===== src/rtl/rr_arb_pkg.sv =====
// Shared types, default sizes and helpers for the round-robin handshake arbiter.
package rr_arb_pkg;

  typedef enum logic {IDLE, LOCKED} arb_state_t;

  localparam int N_REQ_DEF = 3;
  localparam int WIDTH_DEF = 4;

  function automatic int src_width(input int n);
    return $clog2(n);
  endfunction

endpackage


===== src/rtl/rr_arb_pick.sv =====
// Combinational rotate-priority picker: first requester after i_ptr (wrapping) wins.
module rr_arb_pick
  import rr_arb_pkg::*;
#(
  parameter int N_REQ = N_REQ_DEF,
  parameter int SRC_W = src_width(N_REQ_DEF)
) (
  input  logic [N_REQ-1:0] i_req,
  input  logic [SRC_W-1:0] i_ptr,
  output logic [N_REQ-1:0] o_gnt,
  output logic [SRC_W-1:0] o_idx,
  output logic             o_any
);

  // Search ptr+1, ptr+2, ... modulo N_REQ; the first set request takes the grant.
  always_comb begin
    o_any = 1'b0;
    o_idx = '0;
    o_gnt = '0;
    for (int k = 1; k <= N_REQ; k++) begin
      if (!o_any && i_req[(int'(i_ptr) + k) % N_REQ]) begin
        o_any = 1'b1;
        o_idx = SRC_W'((int'(i_ptr) + k) % N_REQ);
      end else begin
        o_any = o_any;
      end
    end
    if (o_any) begin
      o_gnt[o_idx] = 1'b1;
    end else begin
      o_gnt = '0;
    end
  end

endmodule


===== src/rtl/rr_handshake_arbiter.sv =====
// Round-robin packet arbiter feeding one registered ready/valid output stage.
// Optional per-requester grant counters are enabled with macro RR_ARB_GRANT_CNT_EN.
module rr_handshake_arbiter
  import rr_arb_pkg::*;
#(
  parameter int N_REQ     = N_REQ_DEF,
  parameter int WIDTH     = WIDTH_DEF,
  parameter int CNT_WIDTH = 8,
  localparam int SRC_W    = src_width(N_REQ)
) (
  input  logic                   CLK,
  input  logic                   ASYNCRESETN,
  input  logic [N_REQ-1:0]       req_valid,
  input  logic [N_REQ-1:0]       req_last,
  input  logic [N_REQ*WIDTH-1:0] req_data,
  output logic [N_REQ-1:0]       req_ready,
  output logic                   out_valid,
  input  logic                   out_ready,
  output logic [WIDTH-1:0]       out_data,
  output logic [SRC_W-1:0]       out_src,
  output logic                   out_last
`ifdef RR_ARB_GRANT_CNT_EN
  ,
  output logic [N_REQ*CNT_WIDTH-1:0] grant_cnt
`endif
);

  arb_state_t       r_state;
  arb_state_t       w_state_nxt;
  logic [SRC_W-1:0] r_ptr;
  logic [SRC_W-1:0] w_ptr_nxt;
  logic [SRC_W-1:0] r_owner;
  logic [SRC_W-1:0] w_owner_nxt;

  logic             r_out_valid;
  logic [WIDTH-1:0] r_out_data;
  logic [SRC_W-1:0] r_out_src;
  logic             r_out_last;

  logic [N_REQ-1:0] w_pick_gnt;
  logic [SRC_W-1:0] w_pick_idx;
  logic             w_pick_any;
  logic             w_load;
  logic             w_xfer;
  logic [SRC_W-1:0] w_xfer_idx;
  logic             w_sel_last;
  logic [WIDTH-1:0] w_sel_data;

  rr_arb_pick #(
    .N_REQ (N_REQ),
    .SRC_W (SRC_W)
  ) u_pick (
    .i_req (req_valid),
    .i_ptr (r_ptr),
    .o_gnt (w_pick_gnt),
    .o_idx (w_pick_idx),
    .o_any (w_pick_any)
  );

  assign w_load     = !r_out_valid || out_ready;
  assign w_xfer     = |(req_valid & req_ready);
  assign w_xfer_idx = (r_state == LOCKED) ? r_owner : w_pick_idx;
  assign w_sel_last = req_last[w_xfer_idx];
  assign w_sel_data = req_data[w_xfer_idx*WIDTH +: WIDTH];

  // Grant decode: the owner keeps its ready while locked even with valid low.
  always_comb begin
    req_ready = '0;
    case (r_state)
      IDLE: begin
        if (w_load && w_pick_any) begin
          req_ready = w_pick_gnt;
        end else begin
          req_ready = '0;
        end
      end
      LOCKED: begin
        if (w_load) begin
          req_ready[r_owner] = 1'b1;
        end else begin
          req_ready = '0;
        end
      end
      default: req_ready = '0;
    endcase
  end

  // Next-state logic for the packet lock and round-robin pointer.
  always_comb begin
    w_state_nxt = r_state;
    w_ptr_nxt   = r_ptr;
    w_owner_nxt = r_owner;
    case (r_state)
      IDLE: begin
        if (w_xfer) begin
          w_ptr_nxt = w_pick_idx;
          if (!w_sel_last) begin
            w_state_nxt = LOCKED;
            w_owner_nxt = w_pick_idx;
          end else begin
            w_state_nxt = IDLE;
          end
        end else begin
          w_state_nxt = IDLE;
        end
      end
      LOCKED: begin
        if (w_xfer && w_sel_last) begin
          w_state_nxt = IDLE;
        end else begin
          w_state_nxt = LOCKED;
        end
      end
      default: w_state_nxt = IDLE;
    endcase
  end

  // Arbitration state registers.
  always_ff @(posedge CLK or negedge ASYNCRESETN) begin
    if (!ASYNCRESETN) begin
      r_state <= IDLE;
      r_ptr   <= SRC_W'(N_REQ - 1);
      r_owner <= '0;
    end else begin
      r_state <= w_state_nxt;
      r_ptr   <= w_ptr_nxt;
      r_owner <= w_owner_nxt;
    end
  end

  // Output stage: load on any requester transfer, empty on drain, otherwise hold.
  always_ff @(posedge CLK or negedge ASYNCRESETN) begin
    if (!ASYNCRESETN) begin
      r_out_valid <= 1'b0;
      r_out_data  <= '0;
      r_out_src   <= '0;
      r_out_last  <= 1'b0;
    end else if (w_xfer) begin
      r_out_valid <= 1'b1;
      r_out_data  <= w_sel_data;
      r_out_src   <= w_xfer_idx;
      r_out_last  <= w_sel_last;
    end else if (out_ready) begin
      r_out_valid <= 1'b0;
    end
  end

  assign out_valid = r_out_valid;
  assign out_data  = r_out_data;
  assign out_src   = r_out_src;
  assign out_last  = r_out_last;

`ifdef RR_ARB_GRANT_CNT_EN
  for (genvar gi = 0; gi < N_REQ; gi++) begin : g_cnt
    logic [CNT_WIDTH-1:0] r_cnt;

    // Count first-beat grants taken from IDLE, saturating at all-ones.
    always_ff @(posedge CLK or negedge ASYNCRESETN) begin
      if (!ASYNCRESETN) begin
        r_cnt <= '0;
      end else if (r_state == IDLE && w_xfer && w_pick_idx == SRC_W'(gi) && r_cnt != {CNT_WIDTH{1'b1}}) begin
        r_cnt <= r_cnt + {{(CNT_WIDTH-1){1'b0}}, 1'b1};
      end
    end

    assign grant_cnt[gi*CNT_WIDTH +: CNT_WIDTH] = r_cnt;
  end
`else
  // Grant counters not built.
`endif

endmodule


===== config.mk =====
export PLATFORM = sky130hd
export DESIGN_NAME = rr_handshake_arbiter
export DESIGN_NICKNAME = d
export VERILOG_FILES = /design/src/rtl/rr_arb_pkg.sv /design/src/rtl/rr_arb_pick.sv /design/src/rtl/rr_handshake_arbiter.sv
export SDC_FILE = /design/constraint.sdc
export NUM_CORES = 1
export LEC_CHECK = 0
export ABC_AREA = 1
export BUFFER_PORTS_ARGS = -buffer_cell sky130_fd_sc_hd__buf_2
export CORE_MARGIN = 2
export CORE_UTILIZATION = 50
export DETAILED_ROUTE_END_ITERATION = 12
export PLACE_DENSITY = 0.76
export SLEW_MARGIN = 20
export SYNTH_ARGS = -nofsm -noshare
export SYNTH_HDL_FRONTEND = slang
export SYNTH_SLANG_ARGS = --single-unit

===== constraint.sdc =====
create_clock -name CLK -period 2.66 [get_ports CLK]
set_input_delay 0.133 -clock CLK [delete_from_list [all_inputs] [get_ports CLK]]
set_output_delay 0.133 -clock CLK [all_outputs]
set_load 0.05 [all_outputs]

==> parameters.txt, run 1 <==
Parameter                              Value

Place
  Weighted congestion at the end of routability-driven global placement    0.882
  Detailed placement HPWL    around 2000 um
  IO Port Bufs    31

Logic synthesis
  Area leader, netlist    sky130_fd_sc_hd__dfrtp_1
  Compound-Gate Fraction of Synth Area    ~7.6%
  Adder and majority cell fraction of the synthesized area    4.85%
  Synthesized netlist cell count    159
  Largest cells by area after synthesis    sky130_fd_sc_hd__dfrtp_1 29%, sky130_fd_sc_hd__nand2_1 20%, sky130_fd_sc_hd__nand3_1 8.7%
  Unique cell type count in the Yosys netlist    20
  Largest family of logic cells by synthesized area    simple AND/OR/NAND/NOR gates
  Synthesized-area fraction occupied by xor and xnor cells    0%
  Average cell area after synthesis    between 6 and 7 um^2
  Sequential-to-total area share from yosys stat    31.7%
  Post-synthesis sequential element count    13
  Share of cell area taken by muxes after synthesis    0%
  Post-synthesis instance area    0.00103 mm^2
  Yosys synthesis warning count    0
  Post-synthesis share of cell area spent on and, or, nand and nor gates    44.5%
  Portion of synthesized cell area occupied by the leading cell type    between 20% and 30%
  Number of nets in the synthesized netlist    184

Global route
  Initial antenna violation count    0
  GR Layer Usage met2    38.1%
  Met3 routing resource usage after global routing    5.52%
  Global Route Usage Sum    21.2%
  Met1 Resource Use GR    between 20% and 30%
  Overflow left after global routing    0
  Global-route layer with the greatest usage    met2
  Vias in the first global route    984
  First-pass GRT wire length    4060 um
  Largest net degree at the start of global routing    15

Floorplan
  Die W    49.4 um
  Standard-cell row count    16
  Initial core utilization    52.6%
  Die Ht    between 40 and 50 um
  Placeable core area    0.00196 mm^2
  Die area    0.00244 mm^2
  Ports placed on the boundary    32

STA
  Time the final worst path needs with I/O delays and setup    2480 ps
  Post-Route Skew    between 0.3 and 0.4 ps
  Post-route fraction of the period consumed by the critical path    93.2%
  Hold Slack    188 ps
  Hold violation total from the final report    0
  Unrepaired setup endpoints after global routing    false
  Final setup violation count    0
  Aggregate negative setup slack    0 ps
  Max transition margin    80.1%
  Slew of the pin with the lowest slew margin    298 ps
  Max Slew Vio Count    0
  Achievable clock frequency    0.403 GHz

Setup path
  Required time at the endpoint of the critical path    2530 ps
  R2R Path End    r_owner[1]$_DFFE_PN0P_
  Crit path max fanout    6
  Source of the worst register-to-register timing path    r_ptr[1]$_DFFE_PN1P_
  Reg-to-reg slack, setup    about 240 ps
  Count of cells along the worst register-to-register path    17
  Critical Path Sink Type    output pin
  Worst setup path class    flop to output pin
  Data arrival time at the worst-slack endpoint    2350 ps
  Kind of start point of the critical path    flop

CTS
  Deepest level of the CTS H-tree    1
  Clock root buffer    sky130_fd_sc_hd__clkbuf_4
  Clock transition at the registers of the reported paths    70 ps
  Buffer depth of the longest clock path    2
  Number of buffers added by the clock tree synthesis step    3
  CTS sink count    13
  TritonCTS clock tree    built
  Number of buffers inserted by post-CTS setup repair    0
  Clock insertion delay at the later pin of the skew report    270 ps

Worst hold path
  Endpoint with the worst hold slack    out_data[0]$_DFFE_PN0P_
  Cell count of the worst hold path    5
  Min-delay src    req_data[8]
  Class of the most critical hold timing path    primary input to flop

Run status
  Outcome    completed

Finish
  Filler Cell Count    between 200 and 250
  Share of layout cells above drive strength 1    27.5%
  Antenna cell count    0
  Post-layout nets    about 220
  Layout Utilization    63.5%
  Synth-to-layout area growth    20.8%

Job
  Max-capacitance violation count    0

Detailed routing
  Post-route DRC    0
  Vias per std cell    between 4 and 5
  Detailed Routing Iterations Pass 1    4
  Detailed-route via count    between 1000 and 1500
  Final wirelength    2470 um
  Routed wirelength normalized by instance count    11.2 um
  1st-iter DRT viols    39
  Number of nets with antenna violations after detailed routing    0
## worst max-delay path by stage
stage                    startpoint                     end  slack, ps
3_5_place_dp   r_ptr[1]$_DFFE_PN1P_    r_ptr[0]$_DFFE_PN0P_        200
6_report       r_ptr[1]$_DFFE_PN1P_            req_ready[0]        180
2_1_floorplan  r_ptr[1]$_DFFE_PN1P_  out_src[1]$_DFFE_PN0P_        140
5_1_grt        r_ptr[1]$_DFFE_PN1P_            req_ready[0]         20
3_3_place_gp   r_ptr[1]$_DFFE_PN1P_    r_ptr[0]$_DFFE_PN0P_        280
4_1_cts        r_ptr[1]$_DFFE_PN1P_            req_ready[0]        190
## synthesized netlist by cell type
cell type and instances:
sky130_fd_sc_hd__a21oi_1 4, sky130_fd_sc_hd__buf_4 1, sky130_fd_sc_hd__buf_6 1, sky130_fd_sc_hd__dfrtp_1 12, sky130_fd_sc_hd__dfstp_2 1, sky130_fd_sc_hd__ha_1 4, sky130_fd_sc_hd__inv_1 23, sky130_fd_sc_hd__inv_2 3
sky130_fd_sc_hd__nand2_1 55, sky130_fd_sc_hd__nand2_2 7, sky130_fd_sc_hd__nand2_4 1, sky130_fd_sc_hd__nand3_1 18, sky130_fd_sc_hd__nand3_2 3, sky130_fd_sc_hd__nand3b_1 1, sky130_fd_sc_hd__nand4_1 4, sky130_fd_sc_hd__nor2_1 7
sky130_fd_sc_hd__nor2_2 3, sky130_fd_sc_hd__o21ai_0 8, sky130_fd_sc_hd__o21ai_1 2, sky130_fd_sc_hd__o21ai_2 1
## layout by cell type (no fill, tap or decap), drive strengths merged
| cell | synthesis | routed |
|---|---|---|
| nand2 | 63 | 63 |
| buf | 2 | 31 |
| nand4 | 4 | 4 |
| clkbuf | 0 | 4 |
| nor2 | 10 | 10 |
| nand3b | 1 | 1 |
| dfstp | 1 | 1 |
| inv | 26 | 26 |
| nand3 | 21 | 21 |
| dfrtp | 12 | 12 |
| a21oi | 4 | 4 |
| ha | 4 | 4 |
| o21ai | 11 | 11 |
| dlygate4sd3 | 0 | 1 |
## final cells by class
class	count	area, um^2	share of cell area, %
clock buffer	4	26.3	2.11
timing repair buffer	32	165	13.3
inverter	26	97.6	7.84
multi-input combinational	118	596	47.8
tap	27	33.8	2.71
sequential	13	327	26.2
## critical path: stages (launching register included)
cell and delay (ps):
sky130_fd_sc_hd__dfstp_2 570, sky130_fd_sc_hd__ha_1 280, sky130_fd_sc_hd__inv_2 120, sky130_fd_sc_hd__nand2_2 70, sky130_fd_sc_hd__nand2_2 80, sky130_fd_sc_hd__nand2_2 70, sky130_fd_sc_hd__nand2_2 90, sky130_fd_sc_hd__nor2_1 60
sky130_fd_sc_hd__nor2_2 130, sky130_fd_sc_hd__nand3_2 150, sky130_fd_sc_hd__inv_2 70, sky130_fd_sc_hd__nand2_1 40, sky130_fd_sc_hd__nand2_1 90, sky130_fd_sc_hd__buf_2 270
## layer usage
metal	up-vias	wire length [um]
met3	2	149
li1	572	-
met4	0	17
met2	41	1200
met5	-	0
met1	481	1110
## cell families (layout without fill, tap and decap cells)
group / count (synthesis) / count (layout)
simple gates: 99 / 99
buf+inv: 28 / 62
compound gates: 15 / 15
flops: 13 / 13
fa+ha+maj: 4 / 4
## through the flow
stage | setup slack, ps | instances | area [um^2]
6_report | 180 | 220 | 1240
2_1_floorplan | 140 | 159 | 1030
3_5_place_dp | 202 | 215 | 1200
5_1_grt | 19.9 | 220 | 1240
4_1_cts | 188 | 220 | 1240
3_3_place_gp | 281 | 215 | 1200
## timing repair
action / in CTS / in global routing
endpoints found under the setup margin: 0 / 1
hold endpoints to repair: 12 / 0
hold buffers: 1 / 0
resized for setup: 0 / 1
## flip-flops by register name, summed over array words and instances (netlist names), named ones only
name,count
out_data,4
out_last,1
out_src,2
out_valid,1
r_owner,2
r_ptr,2
Power of run 1 is left out: the tool's default activity adds up to more than one toggle a clock period on the data nets, which glitch-free logic cannot reach.
==> inputs of run 2 (changes only) <==
--- a/config.mk
+++ b/config.mk
@@ -11,7 +11,9 @@
 export CORE_UTILIZATION = 50
 export DETAILED_ROUTE_END_ITERATION = 12
 export PLACE_DENSITY = 0.76
+export REMOVE_ABC_BUFFERS = 1
 export SLEW_MARGIN = 20
 export SYNTH_ARGS = -nofsm -noshare
 export SYNTH_HDL_FRONTEND = slang
 export SYNTH_SLANG_ARGS = --single-unit
+export TNS_END_PERCENT = 20
==> run 2 against run 1 <==
Net effect: global-route usage grew 0.73 points; final area grew 0.40%; critical path depth is the same; wire length shrank 4.4%; cell count is the same; hold slack lost 2.2 ps; setup slack gained 15 ps; count of clock-buffer cells in the layout is the same; core utilization grew 0.26 points; die area is the same; critical path type unchanged; critical endpoint unchanged.
==> parameters.txt, run 2 (same netlist as run 1, synthesis figures left out) <==
Parameter                              Value

Run status
  Outcome    completed

STA
  Time the final worst path needs with I/O delays and setup    2470 ps
  Final critical-path setup slack    194 ps
  Unrepaired setup endpoints after global routing    true
  Hold violation total from the final report    0
  Max transition margin    80.3%
  Achievable clock frequency    0.406 GHz
  Max Slew Vio Count    0
  Post-route fraction of the period consumed by the critical path    92.7%
  Post-Route Skew    2.87 ps
  Final setup violation count    0
  Slew of the pin with the lowest slew margin    296 ps

Finish
  Share of layout cells above drive strength 1    27.5%
  Multi-input combinational cell area    596 um^2
  Antenna cell count    0
  Most common library cell in the layout ignoring fill and taps    sky130_fd_sc_hd__nand2_1
  Highest-count cells in the layout ignoring fill and taps    55 x sky130_fd_sc_hd__nand2_1, 29 x sky130_fd_sc_hd__buf_2, 23 x sky130_fd_sc_hd__inv_1
  Max FFs per register    4
  Post-layout nets    219
  Filler Cell Count    200
  Synth-to-layout area growth    21.2%
  Sequential cell area    327 um^2

Detailed routing
  Number of nets with antenna violations after detailed routing    0
  1st-iter DRT viols    29
  Vias per std cell    around 5.0
  Detailed-route via count    1099
  Detailed Routing Iterations Pass 1    5
  Post-route DRC    0
  Routed wirelength normalized by instance count    10.7 um
  Final wirelength    2360 um

Floorplan
  Ports placed on the boundary    32
  Initial core utilization    52.6%
  Die Ht    49.4 um
  Placeable core area    0.00196 mm^2
  Standard-cell row count    16
  Die area    0.00244 mm^2
  Die W    49.4 um

Setup path
  Required time at the endpoint of the critical path    ~2500 ps
  Crit path buf inv count    3
  Crit path max fanout    6
  Most common cell type on the critical path    sky130_fd_sc_hd__nand2_2
  Critical Path Sink Type    output pin
  Kind of start point of the critical path    flop
  Worst setup path class    flop to output pin
  Highest cell delay on the worst timing path    570 ps
  Standard cell with the maximum stage delay on the critical path    sky130_fd_sc_hd__dfstp_2
  Cell breakdown of the critical path    ha_1 > inv_2 > nand2_2 > nand2_2 > nand2_2 > nand2_2 > nor2_1 > nor2_2 > nand3_2 > inv_2 > nand2_1 > nand2_1 > clkbuf_4
  Critical path's top delay family    simple AND/OR/NAND/NOR gates
  Data arrival time at the worst-slack endpoint    2330 ps

CTS
  Clock transition at the registers of the reported paths    80 ps
  TritonCTS clock tree    built
  Deepest level of the CTS H-tree    1
  Clock insertion delay at the later pin of the skew report    280 ps
  Number of buffers added by the clock tree synthesis step    3
  Clock root buffer    sky130_fd_sc_hd__clkbuf_4
  Buffer depth of the longest clock path    2
  Number of buffers inserted by post-CTS setup repair    0
  CTS sink count    13

Job
  Max-capacitance violation count    0

Global route
  Vias in the first global route    1040
  Initial antenna violation count    0
  Global Route Usage Sum    22.0%
  Overflow left after global routing    0
  First-pass GRT wire length    about 4200 um
  Largest net degree at the start of global routing    15

Place
  Detailed placement HPWL    1930 um
  IO Port Bufs    31
  Worst setup slack before clock tree synthesis    219 ps
  Weighted congestion at the end of routability-driven global placement    0.881

Worst hold path
  Class of the most critical hold timing path    primary input to flop
==> run 2: cell types whose count changed in the layout (fill, tap and decap cells not counted) <==
cell,change
sky130_fd_sc_hd__clkbuf_4,+2
sky130_fd_sc_hd__buf_2,-2
==> run 2: area by class of cell <==
class / instances / area share [%]
inverters: 26 / 7.81
well taps: 27 / 2.70
repair buffers: 32 / 13.6
multi-input cells: 118 / 47.6
clock buffers: 4 / 2.10
flip-flops and latches: 13 / 26.1
==> run 2: path summary, 6_finish.rpt <==
path	start	to	slack, ps	cells past startpoint
max in group asynchronous	ASYNCRESETN	r_ptr[1]$_DFFE_PN1P_	2120	2
worst min-delay path	req_data[8]	out_data[0]$_DFFE_PN0P_	190	5
min in group asynchronous	ASYNCRESETN	out_last$_DFFE_PN0P_	260	2
worst min register to register	r_ptr[1]$_DFFE_PN1P_	r_ptr[1]$_DFFE_PN1P_	500	2
worst max-delay path	r_ptr[1]$_DFFE_PN1P_	req_ready[0]	190	13
worst max register to register	r_ptr[1]$_DFFE_PN1P_	r_ptr[0]$_DFFE_PN0P_	240	17
==> run 2: routing by layer <==
layer  GRT usage, %  wire (um)  vias to the layer above
li1               -          -                      565
met1           27.6       1070                      493
met2           38.1       1150                       41
met3           5.83        141                        0
met4           4.17          0                        0
met5              0          0                        -
==> run 2: tightest hold or removal path: cells and delay by family <==
family	cells	cell delay, ps
buffers and inverters	1	80
and+or+nand+nor	3	160
AOI/OAI and AO/OA	1	60
==> run 2: through the flow <==
step	TNS [ps]	area [um^2]	hold slack [ps]	cells	util (%)
after floorplan	0	1010	-163	157	-
after global placement	0	1200	31.9	215	61.2
after detailed placement	0	1200	34.5	215	61.2
after CTS	0	1240	176	220	63.1
after global routing	-35.3	1250	213	220	63.7
final	0	1250	185	220	63.7
==> run 2: what timing repair did <==
item                                    CTS  global route
endpoints found under the hold margin    13             0
resized for setup                         0             3
endpoints found under the setup margin    0             9
hold buffers                              1             0
Power of run 2 is left out for the same reason.
